`config.mk`:
```
export PLATFORM = sky130hd
export DESIGN_NAME = regfile_param
export DESIGN_NICKNAME = d
export VERILOG_FILES = /design/src/rtl/regfile_param.sv
export SDC_FILE = /design/constraint.sdc
export NUM_CORES = 1
export LEC_CHECK = 0
export BUFFER_PORTS_ARGS = -buffer_cell sky130_fd_sc_hd__buf_2
export CAP_MARGIN = 20
export CORE_MARGIN = 5
export CORE_UTILIZATION = 40
export CTS_CLUSTER_DIAMETER = 200
export DETAILED_ROUTE_END_ITERATION = 8
export GPL_ROUTABILITY_DRIVEN = 0
export PLACE_DENSITY = 0.59
export SLEW_MARGIN = 15
export SYNTH_ARGS = -nofsm -noshare
export SYNTH_HDL_FRONTEND = slang
export SYNTH_SLANG_ARGS = --single-unit
```
`constraint.sdc`:
```
create_clock -name Clk -period 5.11 [get_ports Clk]
set_input_delay 0.7665 -clock Clk [delete_from_list [all_inputs] [get_ports Clk]]
set_output_delay 0.7665 -clock Clk [all_outputs]
set_load 0.05 [all_outputs]
```
`src/rtl/regfile_param.sv`:
```
// Parametrised two-read/one-write register file with write-to-read bypass,
// optional hardwired-zero r0, per-register pending scoreboard and a sequenced clear engine.
module regfile_param #(
  parameter int WIDTH    = 8,
  parameter int DEPTH    = 8,
  parameter int ZERO_REG = 0,
  localparam int AW      = $clog2(DEPTH)
) (
  input  logic             Clk,
  input  logic             Reset,
  input  logic             WriteEn,
  input  logic [AW-1:0]    Waddr,
  input  logic [WIDTH-1:0] DataIn,
  input  logic [AW-1:0]    RaddrA,
  input  logic [AW-1:0]    RaddrB,
  output logic [WIDTH-1:0] DataOutA,
  output logic [WIDTH-1:0] DataOutB,
  input  logic             SetPend,
  input  logic [AW-1:0]    SetPendAddr,
  output logic             StallA,
  output logic             StallB,
  input  logic             ClearReq,
  output logic             WriteReady,
  output logic             ClearDone
);

  localparam bit ZR = (ZERO_REG != 0);

  typedef enum logic [0:0] {ST_IDLE = 1'b0, ST_CLEAR = 1'b1} state_t;

  state_t           state_q, state_d;
  logic [AW-1:0]    cnt_q, cnt_d;
  logic [WIDTH-1:0] mem_q [DEPTH];
  logic [WIDTH-1:0] mem_d [DEPTH];
  logic [DEPTH-1:0] pend_q, pend_d;
  logic             done_q, done_d;

  logic write_ok_s;
  logic set_ok_s;

  // Writes and pending marks are only accepted in IDLE, never to a hardwired r0.
  always_comb begin
    write_ok_s = WriteEn && (state_q == ST_IDLE) && !(ZR && (Waddr == AW'(0)));
    set_ok_s   = SetPend && (state_q == ST_IDLE) && !(ZR && (SetPendAddr == AW'(0)));
  end

  // Read port A: hardwired zero overrides bypass, bypass overrides the array.
  always_comb begin
    if (ZR && (RaddrA == AW'(0))) begin
      DataOutA = '0;
    end else if (write_ok_s && (Waddr == RaddrA)) begin
      DataOutA = DataIn;
    end else begin
      DataOutA = mem_q[RaddrA];
    end
    StallA = (state_q == ST_IDLE) && pend_q[RaddrA] && !(write_ok_s && (Waddr == RaddrA));
  end

  // Read port B: same priority as port A.
  always_comb begin
    if (ZR && (RaddrB == AW'(0))) begin
      DataOutB = '0;
    end else if (write_ok_s && (Waddr == RaddrB)) begin
      DataOutB = DataIn;
    end else begin
      DataOutB = mem_q[RaddrB];
    end
    StallB = (state_q == ST_IDLE) && pend_q[RaddrB] && !(write_ok_s && (Waddr == RaddrB));
  end

  // Next-state logic for the array, scoreboard and clear sequencer.
  always_comb begin
    mem_d   = mem_q;
    pend_d  = pend_q;
    state_d = state_q;
    cnt_d   = cnt_q;
    done_d  = 1'b0;
    case (state_q)
      ST_IDLE: begin
        if (write_ok_s) begin
          mem_d[Waddr]  = DataIn;
          pend_d[Waddr] = 1'b0;
        end else begin
          pend_d = pend_q;
        end
        // Set after clear so a same-cycle new producer keeps the bit high.
        if (set_ok_s) begin
          pend_d[SetPendAddr] = 1'b1;
        end else begin
          pend_d = pend_d;
        end
        if (ClearReq) begin
          state_d = ST_CLEAR;
          cnt_d   = '0;
          pend_d  = '0;
        end else begin
          state_d = ST_IDLE;
        end
      end
      ST_CLEAR: begin
        mem_d[cnt_q] = '0;
        if (cnt_q == AW'(DEPTH - 1)) begin
          state_d = ST_IDLE;
          done_d  = 1'b1;
          cnt_d   = '0;
        end else begin
          cnt_d = cnt_q + AW'(1);
        end
      end
      default: begin
        state_d = ST_IDLE;
        cnt_d   = '0;
      end
    endcase
  end

  // State registers with asynchronous clear.
  always_ff @(posedge Clk or posedge Reset) begin
    if (Reset) begin
      state_q <= ST_IDLE;
      cnt_q   <= '0;
      pend_q  <= '0;
      done_q  <= 1'b0;
      for (int i = 0; i < DEPTH; i++) begin
        mem_q[i] <= '0;
      end
    end else begin
      state_q <= state_d;
      cnt_q   <= cnt_d;
      pend_q  <= pend_d;
      done_q  <= done_d;
      mem_q   <= mem_d;
    end
  end

  assign WriteReady = (state_q == ST_IDLE);
  assign ClearDone  = done_q;

endmodule

```
==> impl_metrics.py <==
metrics = {
    "global_route": {
        "grt_max_degree": 78,
        "grt_use_total": 0.193,
        "antenna_found_initial": 0,
        "grt_pass1_vias": 3238,
        "grt_pass1_wl_um": 18900,
        "grt_busiest_layer": "met2",
        "grt.met1_usage": 0.266,
        "met2_usage": 0.312,
        "met3_usage": 0.0313,
        "grt_overflow_total": 0,
    },
    "placement": {
        "place_hpwl_um": 7710,
        "numPortBuffers": 44,
    },
    "final_layout": {
        "area_growth_pct": 12.1,
        "layout_common_cells": "77 x dfrtp_1, 64 x a22o_1, 45 x buf_2",
        "antenna_cells": 0,
        "seqCellArea_sq_um": 1930,
        "final_nets": 396,
        "multi_input_area_sq_um": 2210,
        "drive_gt1_frac": 0.292,
        "final_core_util": 0.462,
        "final_common_cell": "dfrtp_1",
        "nFillCells": 967,
    },
    "floorplanning": {
        "core_area_sq_um": 10400,
        "die_y_um": 113,
        "rows": 37,
        "ioPinCount": 45,
        "die_x_um": 113,
        "die-area_sq_um": 12900,
        "start_util": 0.412,
    },
    "power_and_ir_drop": {
        "p_sw_frac": 0.398,
        "ir_drop_uv": 192,
        "combPwrFrac": 0.397,
        "p_clk_frac": 0.201,
        "power_frac_seq": 0.402,
        "p_leak_nw": 2.18,
        "p_sw_mw": 0.942,
        "powerDensity_nw_per_um2": 494,
        "intPower_mw": 1.43,
    },
    "routing": {
        "post_drt_wl_per_cell_um": 24.0,
        "num_vias": 3207,
        "wl_um": 12200,
        "vias_per_cell": 6.30,
        "drtIter0Drc": 311,
        "ant_nets": 0,
        "drc": 0,
        "dr.pass1.iters": 5,
    },
    "clocking": {
        "h-tree-depth": 3,
        "hold_buffers": 0,
        "root_buffer": "clkbuf_8",
        "post_cts_buffers": 0,
        "cts_num_sinks": 77,
        "clkSlewWorstSetupHoldPaths_ns": 0.08,
        "cts_tree": "yes",
        "clock_latency_ns": 0.35,
        "cts_made_buffers": 9,
        "cts_max_path_buffers": 2,
        "ctsResizeCount": 0,
    },
    "logic_synthesis": {
        "synth-edff-count": 0,
        "synth-async-reset-ratio": 1.00,
        "syn_nets": 364,
        "synth_simple_gate_area_share": 0.0702,
        "synth-compound-area-share": 0.199,
        "synth_top_family_by_area": "multiplexers",
        "yosysSeqAreaShare": 0.451,
        "synth-adder-area-share": 0.00585,
        "synthMuxAreaShare": 0.227,
        "avgSynthCellArea_sq_um": 12.7,
        "syn_inst": 337,
        "syn_area_sq_um": 4280,
        "synth-xor-area-share": 0.0123,
        "synth_warnings": 0,
        "synth_seq_cells": 77,
        "synthDistinctLibCells": 36,
        "synth_ff_type": "dfrtp_1",
    },
    "timing": {
        "rsz0062_at_grt": "no",
        "setup_viol": 0,
        "slew_headroom": 0.206,
        "worst_slew_pin_slew_ns": 1.18,
        "finalHoldViolCount": 0,
        "fin_crit_sh": 0.716,
        "post-route-min-period_ns": 3.66,
        "finalMaxSlewViolations": 0,
        "fin_hold_ws_ns": 0.423,
        "fmax_ghz": 0.273,
        "fin_setup_tns_ns": 0,
        "clock-skew-final_ns": 0.0123,
    },
    "worst_setup_path": {
        "setup.worst_path.end_class": "output pin",
        "worstSetupPathType": "in -> out",
        "cp.arrival_ns": 2.89,
        "worst-path-max-fanout": 19,
        "critPathRequiredTime_ns": 4.34,
        "worstSetupStartpointType": "input pin",
    },
    "flow_run": {
        "cap_violations": 0,
    },
    "worst_hold_path": {
        "min_path_type": "in -> async",
    },
    "outcome": {
        "outcome": "finished clean",
    },
}
==> final timing paths <==
kind	startpoint	end	slack (ns)	cells after the start
max in group asynchronous	Reset	cnt_q[1]	4.10	4
setup / recovery	RaddrA[0]	DataOutA[5]	1.45	5
setup reg to reg	state_q	mem_q[54]	2.55	4
hold / removal	Reset	mem_q[57]	0.42	3
min in group Clk	mem_q[28]	mem_q[28]	0.52	1
hold reg to reg	mem_q[28]	mem_q[28]	0.52	1
==> power by group through the flow <==
stage          Sequential (mW)  Clock (mW)  Combinational (mW)
3_3_place_gp             0.949           0               0.916
2_1_floorplan            0.907           0               0.733
3_5_place_dp             0.956           0               0.934
6_report                 0.953       0.475               0.940
4_1_cts                  0.947       0.483               0.939
5_1_grt                  0.978       0.505                1.00
==> metrics by stage <==
| step | power [mW] | std cells | setup WS, ns | area, sq um |
|---|---|---|---|---|
| finish | 2.37 | 509 | 1.45 | 4800 |
| global route | 2.49 | 509 | 1.25 | 4800 |
| CTS | 2.37 | 508 | 1.41 | 4760 |
| detailed placement | 1.89 | 493 | 1.43 | 4560 |
| global placement | 1.86 | 492 | 1.48 | 4560 |
| floorplan | 1.64 | 337 | 1.90 | 4280 |
==> synthesized netlist by cell type, types with 5 or more instances <==
| master | instances | area share |
|---|---|---|
| a22o_1 | 64 | 0.13 |
| xnor2_1 | 6 | 0.012 |
| buf_1 | 12 | 0.011 |
| a2bb2oi_1 | 6 | 0.012 |
| mux2i_1 | 16 | 0.037 |
| buf_2 | 6 | 0.0070 |
| o22ai_1 | 6 | 0.0088 |
| nand2_1 | 7 | 0.0061 |
| inv_1 | 9 | 0.0079 |
| o21ai_0 | 6 | 0.0070 |
| mux4_2 | 36 | 0.19 |
| a21oi_1 | 21 | 0.025 |
| clkbuf_1 | 5 | 0.0044 |
| nor2_1 | 19 | 0.017 |
| dfrtp_1 | 77 | 0.45 |
==> worst max-delay path, cell delays in order <==
cell and delay [ns]:
buf_2 0.54, xnor2_1 0.19, nand4_1 0.66, a21oi_1 0.41
buf_2 0.31
==> cell type report <==
class / count / share of cell area
tap: 136 / 0.0355
clock inverter: 4 / 0.00991
sequential: 77 / 0.402
inverter: 9 / 0.00704
multi-input combinational: 225 / 0.460
clock buffer: 11 / 0.0316
timing repair buffer: 47 / 0.0543
==> flip-flops by register name (all words and copies together) (netlist names) <==
| signal | cells |
|---|---|
| ClearDone | 1 |
| cnt_q | 3 |
| mem_q | 64 |
| pend_q | 8 |
| state_q | 1 |
==> cells by family after synthesis <==
family	count (synthesis)
AOI/OAI and AO/OA	112
DFF	77
and+or+nand+nor	53
muxes	52
buffers and inverters	35
xor gates and xnor gates	6
adders and majority gates	2
==> routing by layer <==
metal | routed length (um) | part of all wire
met5 | 0 | 0
met4 | 318 | 0.026
met3 | 729 | 0.060
met2 | 5870 | 0.48
met1 | 5280 | 0.43
(Power assumes the default switching activity.)
